## src/rtl/wb_sysa_engine.sv

```systemverilog
// wb_sysa_engine
// Wishbone-mapped N x N weight-stationary matrix-vector engine.
// Software loads the weight matrix row-major through WEIGHT and queues input
// elements through INPUT (into a FIFO). A start on CTRL pops N elements, runs
// N multiply-accumulate steps across N lanes and buffers N results for reads
// through RESULT.
//
// Ports
//   caravel_wb_clk_i    single clock, rising edge
//   caravel_wb_rst_n_i  asynchronous active-low reset
//   caravel_wb_stb_i / caravel_wb_cyc_i / caravel_wb_we_i  Wishbone classic controls
//   caravel_wb_sel_i    byte select (ignored, full-word accesses only)
//   caravel_wb_adr_i    byte address; 32-byte window at BASE_ADDRESS
//   caravel_wb_dat_i    write data
//   caravel_wb_ack_o    registered one-cycle acknowledge
//   caravel_wb_dat_o    registered read data
//   irq_o               level interrupt, high while STATUS.done is set
module wb_sysa_engine #(
  parameter int          ARRAY_SIZE   = 3,
  parameter int          DATA_W       = 8,
  parameter int          FIFO_DEPTH   = 16,
  parameter logic [31:0] BASE_ADDRESS = 32'h3000_0000
) (
  input  logic        caravel_wb_clk_i,
  input  logic        caravel_wb_rst_n_i,
  input  logic        caravel_wb_stb_i,
  input  logic        caravel_wb_cyc_i,
  input  logic        caravel_wb_we_i,
  input  logic [3:0]  caravel_wb_sel_i,
  input  logic [31:0] caravel_wb_adr_i,
  input  logic [31:0] caravel_wb_dat_i,
  output logic        caravel_wb_ack_o,
  output logic [31:0] caravel_wb_dat_o,
  output logic        irq_o
);

  localparam int ACC_W  = 2 * DATA_W + $clog2(ARRAY_SIZE);
  localparam int NN     = ARRAY_SIZE * ARRAY_SIZE;
  localparam int CNT_W  = $clog2(ARRAY_SIZE);
  localparam int WIDX_W = $clog2(NN);
  localparam int FPTR_W = $clog2(FIFO_DEPTH);
  localparam int FCNT_W = FPTR_W + 1;
  localparam int RCNT_W = $clog2(ARRAY_SIZE + 1);

  typedef enum logic [1:0] {
    ST_IDLE  = 2'd0,
    ST_LOAD  = 2'd1,
    ST_MAC   = 2'd2,
    ST_STORE = 2'd3
  } state_t;

  // Unsigned product widened to the accumulator width before multiplying.
  function automatic logic [ACC_W-1:0] mul_u(input logic [DATA_W-1:0] a,
                                             input logic [DATA_W-1:0] b);
    mul_u = ACC_W'(a) * ACC_W'(b);
  endfunction

  // ---------------------------------------------------------------- state
  logic              ack_r;
  logic [31:0]       dat_r;

  logic [DATA_W-1:0] fifo_mem_r [FIFO_DEPTH];
  logic [FPTR_W-1:0] fifo_wptr_r;
  logic [FPTR_W-1:0] fifo_rptr_r;
  logic [FCNT_W-1:0] fifo_cnt_r;
  logic              overflow_r;

  logic [DATA_W-1:0] w_r [NN];
  logic [WIDX_W-1:0] widx_r;
  logic              wgt_err_r;

  state_t            state_r;
  logic [CNT_W-1:0]  cnt_r;
  logic [DATA_W-1:0] x_r   [ARRAY_SIZE];
  logic [ACC_W-1:0]  acc_r [ARRAY_SIZE];
  logic [ACC_W-1:0]  res_r [ARRAY_SIZE];
  logic [CNT_W-1:0]  res_rptr_r;
  logic [RCNT_W-1:0] res_cnt_r;
  logic              done_r;
  logic              start_err_r;
  logic              start_cmd_r;

  // ---------------------------------------------------------------- decode
  logic        in_window_s, req_s, wr_s, rd_s;
  logic [2:0]  reg_sel_s;
  logic        ctrl_wr_s, srst_s, start_wr_s, wgt_wr_s, in_wr_s, res_rd_s;
  logic        busy_s, fifo_full_s, fifo_empty_s, push_s, pop_s;
  logic [31:0] status_s;
  logic [31:0] rd_data_s;
  logic        unused_s;

  assign in_window_s = (caravel_wb_adr_i[31:5] == BASE_ADDRESS[31:5]);
  // A request is taken only while ack is low so each access acts exactly once.
  assign req_s       = caravel_wb_stb_i & caravel_wb_cyc_i & in_window_s & ~ack_r;
  assign wr_s        = req_s & caravel_wb_we_i;
  assign rd_s        = req_s & ~caravel_wb_we_i;
  assign reg_sel_s   = caravel_wb_adr_i[4:2];

  assign ctrl_wr_s   = wr_s & (reg_sel_s == 3'd0);
  // soft_clear is the block's synchronous reset; it overrides a start in the same write.
  assign srst_s      = ctrl_wr_s & caravel_wb_dat_i[1];
  assign start_wr_s  = ctrl_wr_s & caravel_wb_dat_i[0] & ~caravel_wb_dat_i[1];
  assign wgt_wr_s    = wr_s & (reg_sel_s == 3'd2);
  assign in_wr_s     = wr_s & (reg_sel_s == 3'd3);
  assign res_rd_s    = rd_s & (reg_sel_s == 3'd4);

  assign busy_s       = (state_r != ST_IDLE);
  assign fifo_full_s  = (fifo_cnt_r == FCNT_W'(FIFO_DEPTH));
  assign fifo_empty_s = (fifo_cnt_r == FCNT_W'(0));
  assign push_s       = in_wr_s & ~fifo_full_s;
  assign pop_s        = (state_r == ST_LOAD) & ~fifo_empty_s;

  assign status_s = {8'h00, 8'(res_cnt_r), 8'(fifo_cnt_r), 1'b0, wgt_err_r,
                     start_err_r, overflow_r, fifo_empty_s, fifo_full_s,
                     done_r, busy_s};

  assign unused_s = ^{caravel_wb_sel_i, caravel_wb_adr_i[1:0],
                      caravel_wb_dat_i[31:DATA_W]};

  // Read-data mux; RESULT returns the entry under the read pointer before it advances.
  always_comb begin
    rd_data_s = 32'h0000_0000;
    case (reg_sel_s)
      3'd1: rd_data_s = status_s;
      3'd4: begin
        if (res_cnt_r != RCNT_W'(0)) begin
          rd_data_s = 32'(res_r[res_rptr_r]);
        end else begin
          rd_data_s = 32'h0000_0000;
        end
      end
      default: rd_data_s = 32'h0000_0000;
    endcase
  end

  // Wishbone ack pulse and registered read data.
  always_ff @(posedge caravel_wb_clk_i or negedge caravel_wb_rst_n_i) begin
    if (!caravel_wb_rst_n_i) begin
      ack_r <= 1'b0;
      dat_r <= 32'h0000_0000;
    end else begin
      ack_r <= req_s;
      if (rd_s) begin
        dat_r <= rd_data_s;
      end
    end
  end

  // Input FIFO: pushes from the bus, pops by the engine in LOAD; a full FIFO drops writes.
  always_ff @(posedge caravel_wb_clk_i or negedge caravel_wb_rst_n_i) begin
    if (!caravel_wb_rst_n_i) begin
      for (int i = 0; i < FIFO_DEPTH; i++) begin
        fifo_mem_r[i] <= {DATA_W{1'b0}};
      end
      fifo_wptr_r <= FPTR_W'(0);
      fifo_rptr_r <= FPTR_W'(0);
      fifo_cnt_r  <= FCNT_W'(0);
      overflow_r  <= 1'b0;
    end else if (srst_s) begin
      fifo_wptr_r <= FPTR_W'(0);
      fifo_rptr_r <= FPTR_W'(0);
      fifo_cnt_r  <= FCNT_W'(0);
      overflow_r  <= 1'b0;
    end else begin
      if (push_s) begin
        fifo_mem_r[fifo_wptr_r] <= caravel_wb_dat_i[DATA_W-1:0];
        fifo_wptr_r             <= fifo_wptr_r + FPTR_W'(1);
      end
      if (pop_s) begin
        fifo_rptr_r <= fifo_rptr_r + FPTR_W'(1);
      end
      case ({push_s, pop_s})
        2'b10:   fifo_cnt_r <= fifo_cnt_r + FCNT_W'(1);
        2'b01:   fifo_cnt_r <= fifo_cnt_r - FCNT_W'(1);
        default: fifo_cnt_r <= fifo_cnt_r;
      endcase
      if (in_wr_s && fifo_full_s) begin
        overflow_r <= 1'b1;
      end
    end
  end

  // Weight memory; soft_clear rewinds the write index but keeps the matrix.
  always_ff @(posedge caravel_wb_clk_i or negedge caravel_wb_rst_n_i) begin
    if (!caravel_wb_rst_n_i) begin
      for (int i = 0; i < NN; i++) begin
        w_r[i] <= {DATA_W{1'b0}};
      end
      widx_r    <= WIDX_W'(0);
      wgt_err_r <= 1'b0;
    end else if (srst_s) begin
      widx_r    <= WIDX_W'(0);
      wgt_err_r <= 1'b0;
    end else if (wgt_wr_s) begin
      if (busy_s) begin
        wgt_err_r <= 1'b1;
      end else begin
        w_r[widx_r] <= caravel_wb_dat_i[DATA_W-1:0];
        widx_r      <= (widx_r == WIDX_W'(NN - 1)) ? WIDX_W'(0) : widx_r + WIDX_W'(1);
      end
    end
  end

  // Engine FSM with its datapath and result buffer.
  // The accepted start is registered once so that done lands 2N+2 cycles after the ack.
  always_ff @(posedge caravel_wb_clk_i or negedge caravel_wb_rst_n_i) begin
    if (!caravel_wb_rst_n_i) begin
      state_r     <= ST_IDLE;
      cnt_r       <= CNT_W'(0);
      res_rptr_r  <= CNT_W'(0);
      res_cnt_r   <= RCNT_W'(0);
      done_r      <= 1'b0;
      start_err_r <= 1'b0;
      start_cmd_r <= 1'b0;
      for (int j = 0; j < ARRAY_SIZE; j++) begin
        x_r[j]   <= {DATA_W{1'b0}};
        acc_r[j] <= {ACC_W{1'b0}};
        res_r[j] <= {ACC_W{1'b0}};
      end
    end else if (srst_s) begin
      state_r     <= ST_IDLE;
      cnt_r       <= CNT_W'(0);
      res_rptr_r  <= CNT_W'(0);
      res_cnt_r   <= RCNT_W'(0);
      done_r      <= 1'b0;
      start_err_r <= 1'b0;
      start_cmd_r <= 1'b0;
    end else begin
      start_cmd_r <= start_wr_s;
      case (state_r)
        ST_IDLE: begin
          if (start_cmd_r) begin
            if (fifo_cnt_r >= FCNT_W'(ARRAY_SIZE)) begin
              state_r <= ST_LOAD;
              cnt_r   <= CNT_W'(0);
              done_r  <= 1'b0;
              for (int j = 0; j < ARRAY_SIZE; j++) begin
                acc_r[j] <= {ACC_W{1'b0}};
              end
            end else begin
              start_err_r <= 1'b1;
            end
          end
        end
        ST_LOAD: begin
          x_r[cnt_r] <= fifo_mem_r[fifo_rptr_r];
          if (cnt_r == CNT_W'(ARRAY_SIZE - 1)) begin
            cnt_r   <= CNT_W'(0);
            state_r <= ST_MAC;
          end else begin
            cnt_r <= cnt_r + CNT_W'(1);
          end
        end
        ST_MAC: begin
          // Step k: every lane j adds W[j][k] * x[k].
          for (int j = 0; j < ARRAY_SIZE; j++) begin
            acc_r[j] <= acc_r[j] +
                        mul_u(w_r[WIDX_W'(j * ARRAY_SIZE) + WIDX_W'(cnt_r)], x_r[cnt_r]);
          end
          if (cnt_r == CNT_W'(ARRAY_SIZE - 1)) begin
            cnt_r   <= CNT_W'(0);
            state_r <= ST_STORE;
          end else begin
            cnt_r <= cnt_r + CNT_W'(1);
          end
        end
        ST_STORE: begin
          for (int j = 0; j < ARRAY_SIZE; j++) begin
            res_r[j] <= acc_r[j];
          end
          res_cnt_r  <= RCNT_W'(ARRAY_SIZE);
          res_rptr_r <= CNT_W'(0);
          done_r     <= 1'b1;
          state_r    <= ST_IDLE;
        end
        default: state_r <= ST_IDLE;
      endcase
      // STORE owns the result pointer in its cycle; a coincident read is not consumed.
      if (res_rd_s && (res_cnt_r != RCNT_W'(0)) && (state_r != ST_STORE)) begin
        res_rptr_r <= res_rptr_r + CNT_W'(1);
        res_cnt_r  <= res_cnt_r - RCNT_W'(1);
      end
    end
  end

  assign caravel_wb_ack_o = ack_r;
  assign caravel_wb_dat_o = dat_r;
  assign irq_o            = done_r;

endmodule

```

## config.mk

```make
export PLATFORM = sky130hd
export DESIGN_NAME = wb_sysa_engine
export DESIGN_NICKNAME = d
export VERILOG_FILES = /design/src/rtl/wb_sysa_engine.sv
export SDC_FILE = /design/constraint.sdc
export NUM_CORES = 1
export LEC_CHECK = 0
export ABC_AREA = 1
export CORE_ASPECT_RATIO = 0.6
export CORE_MARGIN = 4
export CORE_UTILIZATION = 58
export CTS_BUF_LIST = sky130_fd_sc_hd__clkbuf_2
export DETAILED_ROUTE_END_ITERATION = 6
export PLACE_DENSITY = 0.73
export SETUP_SLACK_MARGIN = 0.02
export SLEW_MARGIN = 10
export SYNTH_ARGS = -nofsm -noshare
export SYNTH_HDL_FRONTEND = slang
export SYNTH_SLANG_ARGS = --single-unit
```

## constraint.sdc

```tcl
create_clock -name caravel_wb_clk_i -period 7 [get_ports caravel_wb_clk_i]
set_input_delay 1.4 -clock caravel_wb_clk_i [delete_from_list [all_inputs] [get_ports caravel_wb_clk_i]]
set_output_delay 1.4 -clock caravel_wb_clk_i [all_outputs]
set_load 0.005 [all_outputs]
```

After elaboration in Yosys (flattened, before gate mapping) --
Cells that the tools add are included.
Storage, ports and cells: bits in registers 395, latch bits 0, memory bits (writable) 0, ROM bits 0, input bits 73, output and inout bits 34, memories 0
Cells by class: $add $sub $neg 13, multiply operators 3, divide/modulo/power cells 0, magnitude comparators 12, equality and inequality tests 22, shifts and indexed selects 0, mux-type cells 73, bitwise gates (word level) 29, reductions and logical operators 35
Operators by type and width (count):
- binary-select mux 8 bit (select 4 bit) | 4
- bitwise mux 128 bit | 1
- 2-to-1 mux 54 bit | 2
- case mux 54 bit (2 select lines) | 1
- 2-to-1 mux 8 bit | 13
- bitwise mux 72 bit | 1
- demux 8 bit (select 4 bit) | 2
- case mux 32 bit (2 select lines) | 1
- adder 18 x 16 -> 18 bit | 3
- 2-to-1 mux 18 bit | 3
- multiplier 8 x 8 -> 16 bit | 3
- binary-select mux 18 bit (select 2 bit) | 1
- 2-to-1 mux 4 bit | 8
- >= comparator 5 bit (second input constant) | 6
- 2-to-1 mux 2 bit | 15
- == test 27 x 25 -> 1 bit (second input constant) | 1
- bitwise mux 24 bit | 1
- inverter 4 -> 5 bit | 4
- nonzero test 2 bit | 10
- binary-select mux 8 bit (select 2 bit) | 1
- demux 8 bit (select 2 bit) | 1
- AND 1 bit | 14
- 2-to-1 mux 1 bit | 13
- adder 4 x 1 -> 4 bit (second input constant) | 3
- 38 further kinds | 75

Depth between registers and ports, before layout --
Gate-level depths: netlist of the first run.
word-level depth 9, depth in mapped cells 31, depth with buffers taken out 28

Worst setup path before layout of the first run --
Ideal clock, no wire load.
path kind register -> register, from register cnt_r[1], to register acc_r[28] in the netlist's numbering, arrival 5.453 ns, slack 1.417 ns, cell stages (with the launch flop) 27, path buffers 4, clock period less this slack 5.583 ns, cells stage by stage dfrtp_1 -> buf_2 -> clkinv_1 -> buf_2 -> clkbuf_1 -> ha_1 -> clkbuf_1 -> o21ai_0 -> o221ai_1 -> nand2_1 -> inv_1 -> nand2_1 -> fa_1 -> fa_1 -> inv_1 -> fa_1 -> inv_1 -> fa_1 -> inv_1 -> ha_1 -> a21oi_1 -> o21ai_0 -> inv_1 -> nand2_1 -> or2_2 -> nand3_1 -> o21ai_0
On the way: cells in the longest elaborated chain, start to end 8, elaborated cells on any way between the ends 12, those cells by class add/sub: 2; mul: 1; mux: 7; bitwise: 2
RTL lines:
- start: declaration | RTL line 73 | logic [CNT_W-1:0] cnt_r;
- start signal: assignment | RTL line 251 | cnt_r <= cnt_r + CNT_W'(1);
- start signal: assignment | RTL line 264 | cnt_r <= cnt_r + CNT_W'(1);
- adder 2 x 2 -> 3 bit | RTL line 258 | mul_u(w_r[WIDX_W'(j * ARRAY_SIZE) + WIDX_W'(cnt_r)], x_r[cnt_r]);
- inverter 3 -> 5 bit (implied by the code) | RTL line 258
- binary-select mux 8 bit (select 4 bit) | RTL line 258
- 2-to-1 mux 8 bit (implied by the code) (2 in a row) | RTL line 258
- multiplier 8 x 8 -> 16 bit (*) | RTL line 55 | mul_u = ACC_W'(a) * ACC_W'(b);
- adder 18 x 16 -> 18 bit (*) | RTL line 257 | acc_r[j] <= acc_r[j] +
- case mux 54 bit (2 select lines) (*) | RTL line 230 | case (state_r)
- end signal: indexed assignment | RTL line 217 | acc_r[j] <= {ACC_W{1'b0}};
- end signal: indexed assignment | RTL line 238 | acc_r[j] <= {ACC_W{1'b0}};
- end signal: indexed assignment | RTL line 257
- end: declaration | RTL line 75 | logic [ACC_W-1:0] acc_r [ARRAY_SIZE];
Mark *: on every way between the ends. The rest lies on a longest branch, timed or not. The select of a mux whose other input is x is not followed. A chain may end at the register's enable or synchronous reset.

Worst setup path in the final report of the first run --
from register cnt_r[0], to register acc_r[27] in the netlist's numbering
Same word-level chain as after synthesis.

==> reports/metrics.yaml, run 1 <==
routing:
  via_per_inst: 5.73
  drc_errors: 0
  routed-via-count: 22828
  post_drt_wl_per_cell_um: 19.0
  first_pass_iters: 6
  ant_nets: 0
  drt-initial-drc-count: 2512
  wl_mm: 75.8
synth:
  synth_area_um2: 26000
  synth-edff-count: 0
  avgSynthCellArea_um2: 7.90
  yosys_warnings: 0
  async_flop_share_pct: 100
  synth_seq_cells: 381
  syn_inst: 3294
  ys_types: 47
  synth_ff_type: "dfrtp_1"
  yosysSeqAreaShare_pct: 36.7
clock_tree:
  htree_levels: 3
  cts_resized: 0
  clk_latency_ns: 1.05
  cts_tree: "done"
  clkTransAtPathRegs_ns: 0.13
  cts_made_buffers: 88
  cts_setup_buffers: 0
  cts.path.max_buffers: 3
  cts_num_sinks: 381
  postCtsHoldBufs: 0
  root_buffer: "clkbuf_2"
timing:
  finalCritPeriodShare_pct: 92.7
  worst_pin_slew_ns: 1.18
  min_period_ns: 6.49
  rsz0062_at_grt: "false"
  fmax_mhz: 154
  setup_tns_ns: 0
  setup_viol: 0
  max_slew_margin_pct: 20.2
  hold_viol_final: 0
  finalClockSkew_ns: 0.0657
  finalMaxSlewViolations: 0
critical_path:
  slowest_stage: "o21ai_0"
  crit_buf_inv: 6
  path_max_fanout: 11
  critPathTopFamily: "adder cells"
  cp.required_ns: 7.92
  end_kind: "flip-flop"
  cpPeakStageDelay_ns: 0.63
  crit_top_cell: "inv_1"
  path_class: "reg2reg"
  cp-start-kind: "flip-flop"
  worstPathArrival_ns: 7.41
  critical_path.cell_chain: "inv_1, ha_1, clkinv_1, o221ai_1, nand2_1, inv_1, nand2_1, fa_1, inv_1, fa_1, inv_1, fa_1, fa_1, inv_1, ha_1, o21ai_0, o21ai_0, o21ai_0, a21o_1, o21ai_0"
global_route:
  grt.total_usage_pct: 31.8
  grt_pass1_wl_mm: 119
  use_met1_pct: 48.6
  grt_max_degree: 175
  antenna_found_initial: 6
  grtUsageMet2_pct: 40.9
  use_met3_pct: 14.0
  grt_pass1_vias: 21835
  gr-max-usage-layer: "met1"
  grt_overflow: 0
finish:
  syn2layout_area_growth_pct: 6.53
  drive_gt1_share_pct: 6.85
  nets: 3708
  fillers: 3824
  finalInstanceArea_um2: 27700
floorplan:
  start_util_pct: 59.3
  io_pins: 107
  die_height_um: 172
  die_w_um: 281
  num_rows: 59
  design.die.area_um2: 48400
  core_area_um2: 43800
pwr:
  power.internal_uw: 2720
  pwr-share-clk_pct: 38.6
  switching_share_pct: 27.8
  p_comb_share_pct: 3.0
  power_density_nw_per_um2: 136
  vdd_drop_max_uv: 90.4
  switching_power_uw: 1050
  seqPwrFrac_pct: 58.4
  p_leak_uw: 0.0149
placed_design:
  port_buffers: 62
  place_area_um2: 27000
  gp_congestion: 0.947
  hpwlAfterDp_mm: 55.8
flow_run:
  drv_cap: 0
status:
  outcome: "finished, final reports clean"
min_path:
  hp-class: "in2async"
## power by group through the flow
stage | registers [uW] | clock network, uW | logic, uW
after floorplan | 2240 | 0 | 29.2
after global placement | 2240 | 0 | 113
after detailed placement | 2240 | 0 | 114
after CTS | 2200 | 1480 | 115
after global routing | 2200 | 1580 | 127
final | 2200 | 1460 | 114
## metal layers
layer | vias to the layer above | wire [um]
li1 | 10545 | -
met1 | 10934 | 34900
met2 | 1213 | 28200
met3 | 128 | 11100
met4 | 8 | 1570
met5 | - | 45
## cells in the mapped netlist (17+ instances only)
cell,n,area share [%]
fa_1,151,12
dfrtp_1,381,37
o221ai_1,29,0.98
nor2_1,212,3.1
inv_1,485,7.0
nand4_1,17,0.41
o21ai_0,341,6.6
buf_2,47,0.90
or2_2,26,0.63
clkbuf_1,77,1.1
nand2_1,925,13
nand3_1,135,2.6
ha_1,142,6.8
o21ai_1,48,0.92
a21oi_1,86,1.7
## flip-flops by register name (all words and copies together), names as in the netlist, 5 cells and up
register          flops
fifo_mem_r          128
w_r                  72
res_r                54
fifo_cnt_r            5
caravel_wb_dat_o     18
acc_r                54
x_r                  24
## stage by stage
step | utilization (%) | total power, uW | hold slack (ns) | std cells | setup slack (ns)
final | 63.2 | 3770 | 0.279 | 3982 | 0.511
after global routing | 63.2 | 3900 | 0.213 | 3982 | 0.0606
after CTS | 63.2 | 3790 | 0.210 | 3979 | 0.454
after detailed placement | 61.5 | 2360 | 0.450 | 3831 | 0.583
after global placement | 61.5 | 2360 | 0.450 | 3831 | 0.631
after floorplan | - | 2270 | 0.434 | 3307 | 1.42
## path summary, 6_finish.rpt
check | start | end | slack, ns | depth (start not counted)
max | cnt_r[0] | acc_r[27] | 0.51 | 20
min | caravel_wb_rst_n_i | fifo_mem_r[77] | 0.28 | 1
max in group asynchronous | caravel_wb_rst_n_i | acc_r[50] | 5.43 | 2
min in group caravel_wb_clk_i | x_r[18] | x_r[18] | 0.48 | 2
min reg2reg | x_r[18] | x_r[18] | 0.48 | 2
max reg2reg | cnt_r[0] | acc_r[27] | 0.51 | 20
## cells by family (layout without fill, tap and decap cells)
family                     count (synthesis)  after routing  synth area share [%]
xor gates and xnor gates                  10             10                 0.337
DFF                                      381            381                  36.7
muxes                                     10             10                 0.385
adders and majority gates                293            293                  18.5
buffers and inverters                    648            741                  9.96
other                                      1             17                0.0144
AOI/OAI and AO/OA                        595            595                  12.9
and+or+nand+nor                         1356           1356                  21.3
## worst reg2reg max path, stage by stage (launching register included)
cell and delay, ns:
dfrtp_2 0.53, inv_1 0.35, ha_1 0.57, clkinv_1 0.48, o221ai_1 0.19, nand2_1 0.13
inv_1 0.22, nand2_1 0.10, fa_1 0.49, inv_1 0.05, fa_1 0.50, inv_1 0.05
fa_1 0.49, fa_1 0.49, inv_1 0.04, ha_1 0.31, o21ai_0 0.21, o21ai_0 0.63
o21ai_0 0.18, a21o_1 0.19, o21ai_0 0.15
## final cells by class
class | instances | area (um2) | area share, %
Inverter | 502 | 1880 | 6.80
Timing Repair Buffer | 91 | 868 | 3.13
Antenna cell | 3 | 7.51 | 0.0271
Clock buffer | 117 | 586 | 2.11
Sequential cell | 381 | 9540 | 34.4
Tap cell | 579 | 724 | 2.61
Multi-Input combinational cell | 2278 | 13900 | 50.3
Clock inverter | 31 | 164 | 0.591
## placed cells by master, fill, tap and decap left out, types with 13 or more instances in the layout
master           count
clkdlybuf4s50_1     61
nand4_1             17
o21ai_0            341
nand3_1            135
a21oi_1             86
o221ai_1            29
nor3_1              14
or2_2               26
conb_1              14
fa_1               151
ha_1               141
nand2_1            925
clkinv_1            21
buf_4               27
o21ai_1             48
inv_2               17
clkbuf_2           117
nor2_1             212
o22ai_1             13
inv_1              485
o21ai_2             13
dfrtp_1            379
(Power assumes the default switching activity.)
==> run 2: changes to the inputs <==
clock period = 6.2 ns   (was 7 ns; I/O delays follow)
==> reports/metrics.yaml, run 2 (synthesized netlist as in run 1, its figures left out) <==
status:
  outcome: "finished, final reports clean"
timing:
  finalCritPeriodShare_pct: 94.3  # +1.6 points
  hold_viol_final: 0  # unchanged
  fmax_mhz: 171  # +11%
  max_slew_margin_pct: 23.8  # +3.5 points
  min_period_ns: 5.85  # -0.643 ns
  timing.hold.ws_ns: 0.180  # -0.0989 ns
  setup_viol: 0  # unchanged
  worst_pin_slew_ns: 1.14  # -0.0446 ns
  setup_tns_ns: 0  # unchanged
  rsz0062_at_grt: "false"
  finalMaxSlewViolations: 0  # unchanged
  finalClockSkew_ns: 0.140  # +0.0741 ns
global_route:
  antenna_found_initial: 2  # -4
  grt_overflow: 0  # unchanged
  grt_max_degree: 121  # -31%
  grt.total_usage_pct: 32.5  # +0.73 points
  grt_pass1_wl_mm: 122  # +2.2%
  grt_pass1_vias: 22003  # +0.77%
critical_path:
  crit_end: "acc_r[28]"
  path_class: "reg2reg"
  end_kind: "flip-flop"
  cp-start-kind: "flip-flop"
  crit_start: "cnt_r[0]"
  reg2reg_from: "cnt_r[0]"
  r2r_slack_ns: 0.35  # -0.16 ns
  cp.required_ns: 7.11  # -0.81 ns
  r2r_cells: 23  # +15%
  worstPathArrival_ns: 6.76  # -0.65 ns
  path_max_fanout: 16  # +5
  r2r-end: "acc_r[28]"
routing:
  post_drt_wl_per_cell_um: 19.3  # +1.1%
  route.met3.wl_mm: 11.5  # +4.3%
  ant_nets: 0  # unchanged
  drc_errors: 0  # unchanged
  first_pass_iters: 6  # unchanged
  wl_met2_mm: 28.9  # +2.3%
  routed-via-count: 23088  # +1.1%
  wl_mm: 77.3  # +2.0%
  wl_met1_mm: 35.7  # +2.1%
  top_layer: "met4"
  via_per_inst: 5.75  # +0.26%
  drt-initial-drc-count: 2861  # +14%
finish:
  top_regs: "fifo_mem_r (128), w_r (72)"
  syn2layout_area_growth_pct: 7.42
  largest_reg_flops: 128  # unchanged
  final_cell_mix: "nand2_1, inv_1, dfrtp_1, o21ai_0, nor2_1"
  drive_gt1_share_pct: 7.52  # +0.67 points
  largest-register: "fifo_mem_r"
  nets: 3730  # +0.59%
  fillers: 3822  # -0.052%
  layout.cells.most_common: "nand2_1"
clock_tree:
  postCtsHoldBufs: 0  # unchanged
  cts.path.max_buffers: 3  # unchanged
  cts_num_sinks: 381  # unchanged
  cts_tree: "done"
  cts_resized: 0  # unchanged
  cts_made_buffers: 90  # +2.3%
  clkTransAtPathRegs_ns: 0.13  # about the same
  htree_levels: 3  # unchanged
  cts_setup_buffers: 0  # unchanged
  clk_latency_ns: 1.13  # +0.08 ns
  root_buffer: "clkbuf_2"
pwr:
  vdd_drop_max_uv: 98.8  # +9.3%
  p_leak_uw: 0.0150  # +0.90%
  power_density_nw_per_um2: 155  # +14%
  total_power_uw: 4330  # +15%
placed_design:
  gp_congestion: 0.966  # +1.9%
  hpwlAfterDp_mm: 55.9  # +0.12%
  port_buffers: 62  # unchanged
min_path:
  hp-class: "in2async"
floorplan:
  die_w_um: 281  # unchanged
  start_util_pct: 59.3  # unchanged
  num_rows: 59  # unchanged
  io_pins: 107  # unchanged
  die_height_um: 172  # unchanged
  core_area_um2: 43800  # unchanged
  design.die.area_um2: 48400  # unchanged
flow_run:
  drv_cap: 0  # unchanged
run 2: cell types whose count changed in the layout (fill, tap and decap cells not counted), sizes merged:
cell,before,now
buf,30,50
clkbuf,117,122
inv,503,504
diode,3,7
clkinv,28,33
run 2: how the worst min path moves through the flow:
stage	from	to	slack [ns]
4_1_cts	caravel_wb_rst_n_i	w_r[63]	0.16
6_report	caravel_wb_rst_n_i	w_r[61]	0.18
5_1_grt	caravel_wb_rst_n_i	w_r[51]	0.10
2_1_floorplan	x_r[16]	x_r[16]	0.43
3_3_place_gp	x_r[14]	x_r[14]	0.45
3_5_place_dp	x_r[23]	x_r[23]	0.45
run 2: per-stage QoR:
| step | setup slack [ns] | cell area (um2) | cells | util (%) |
|---|---|---|---|---|
| floorplan | 0.617 | 26100 | 3307 | - |
| global placement | 0.488 | 27100 | 3851 | 61.8 |
| detailed placement | 0.381 | 27100 | 3851 | 61.8 |
| CTS | 0.231 | 27900 | 4010 | 63.7 |
| global route | 0.0248 | 27900 | 4017 | 63.7 |
| finish | 0.354 | 27900 | 4017 | 63.7 |
run 2: layout make-up:
| type | instances | area, um2 | area share (%) |
|---|---|---|---|
| Antenna cell | 7 | 17.5 | 0.0627 |
| Clock buffer | 122 | 611 | 2.19 |
| Clock inverter | 37 | 191 | 0.685 |
| Inverter | 502 | 1890 | 6.77 |
| Multi-Input combinational cell | 2278 | 13900 | 49.9 |
| Sequential cell | 381 | 9540 | 34.1 |
| Tap cell | 579 | 724 | 2.59 |
| Timing Repair Buffer | 111 | 1030 | 3.69 |
run 2: worst max-delay path, cell delays in order (launching register included):
cell and delay (ns):
dfrtp_2 0.40, inv_1 0.07, ha_2 0.49, buf_4 0.28, o21ai_0 0.13, o221ai_1 0.44
nand2_1 0.15, inv_1 0.14, nand2_1 0.08, fa_1 0.53, fa_1 0.51, inv_1 0.05
fa_1 0.47, inv_1 0.05, fa_1 0.47, inv_1 0.04, ha_1 0.33, a21oi_1 0.29
o21ai_0 0.16, inv_1 0.08, nand2_1 0.06, or2_2 0.27, nand3_1 0.07, o21ai_0 0.09
run 2: report_power, final:
group	internal, uW	total [uW]	switching [uW]
combinational	30.5	130	99.2
clock	590	1710	1120
sequential	2480	2480	0.00000391
run 2: routing by layer:
layer  global-route usage [%]  vias to the layer above
li1                         -                    10613
met1                     50.8                    11040
met2                     42.5                     1325
met3                     12.4                      110
met4                     7.09                        0
met5                        0                        -
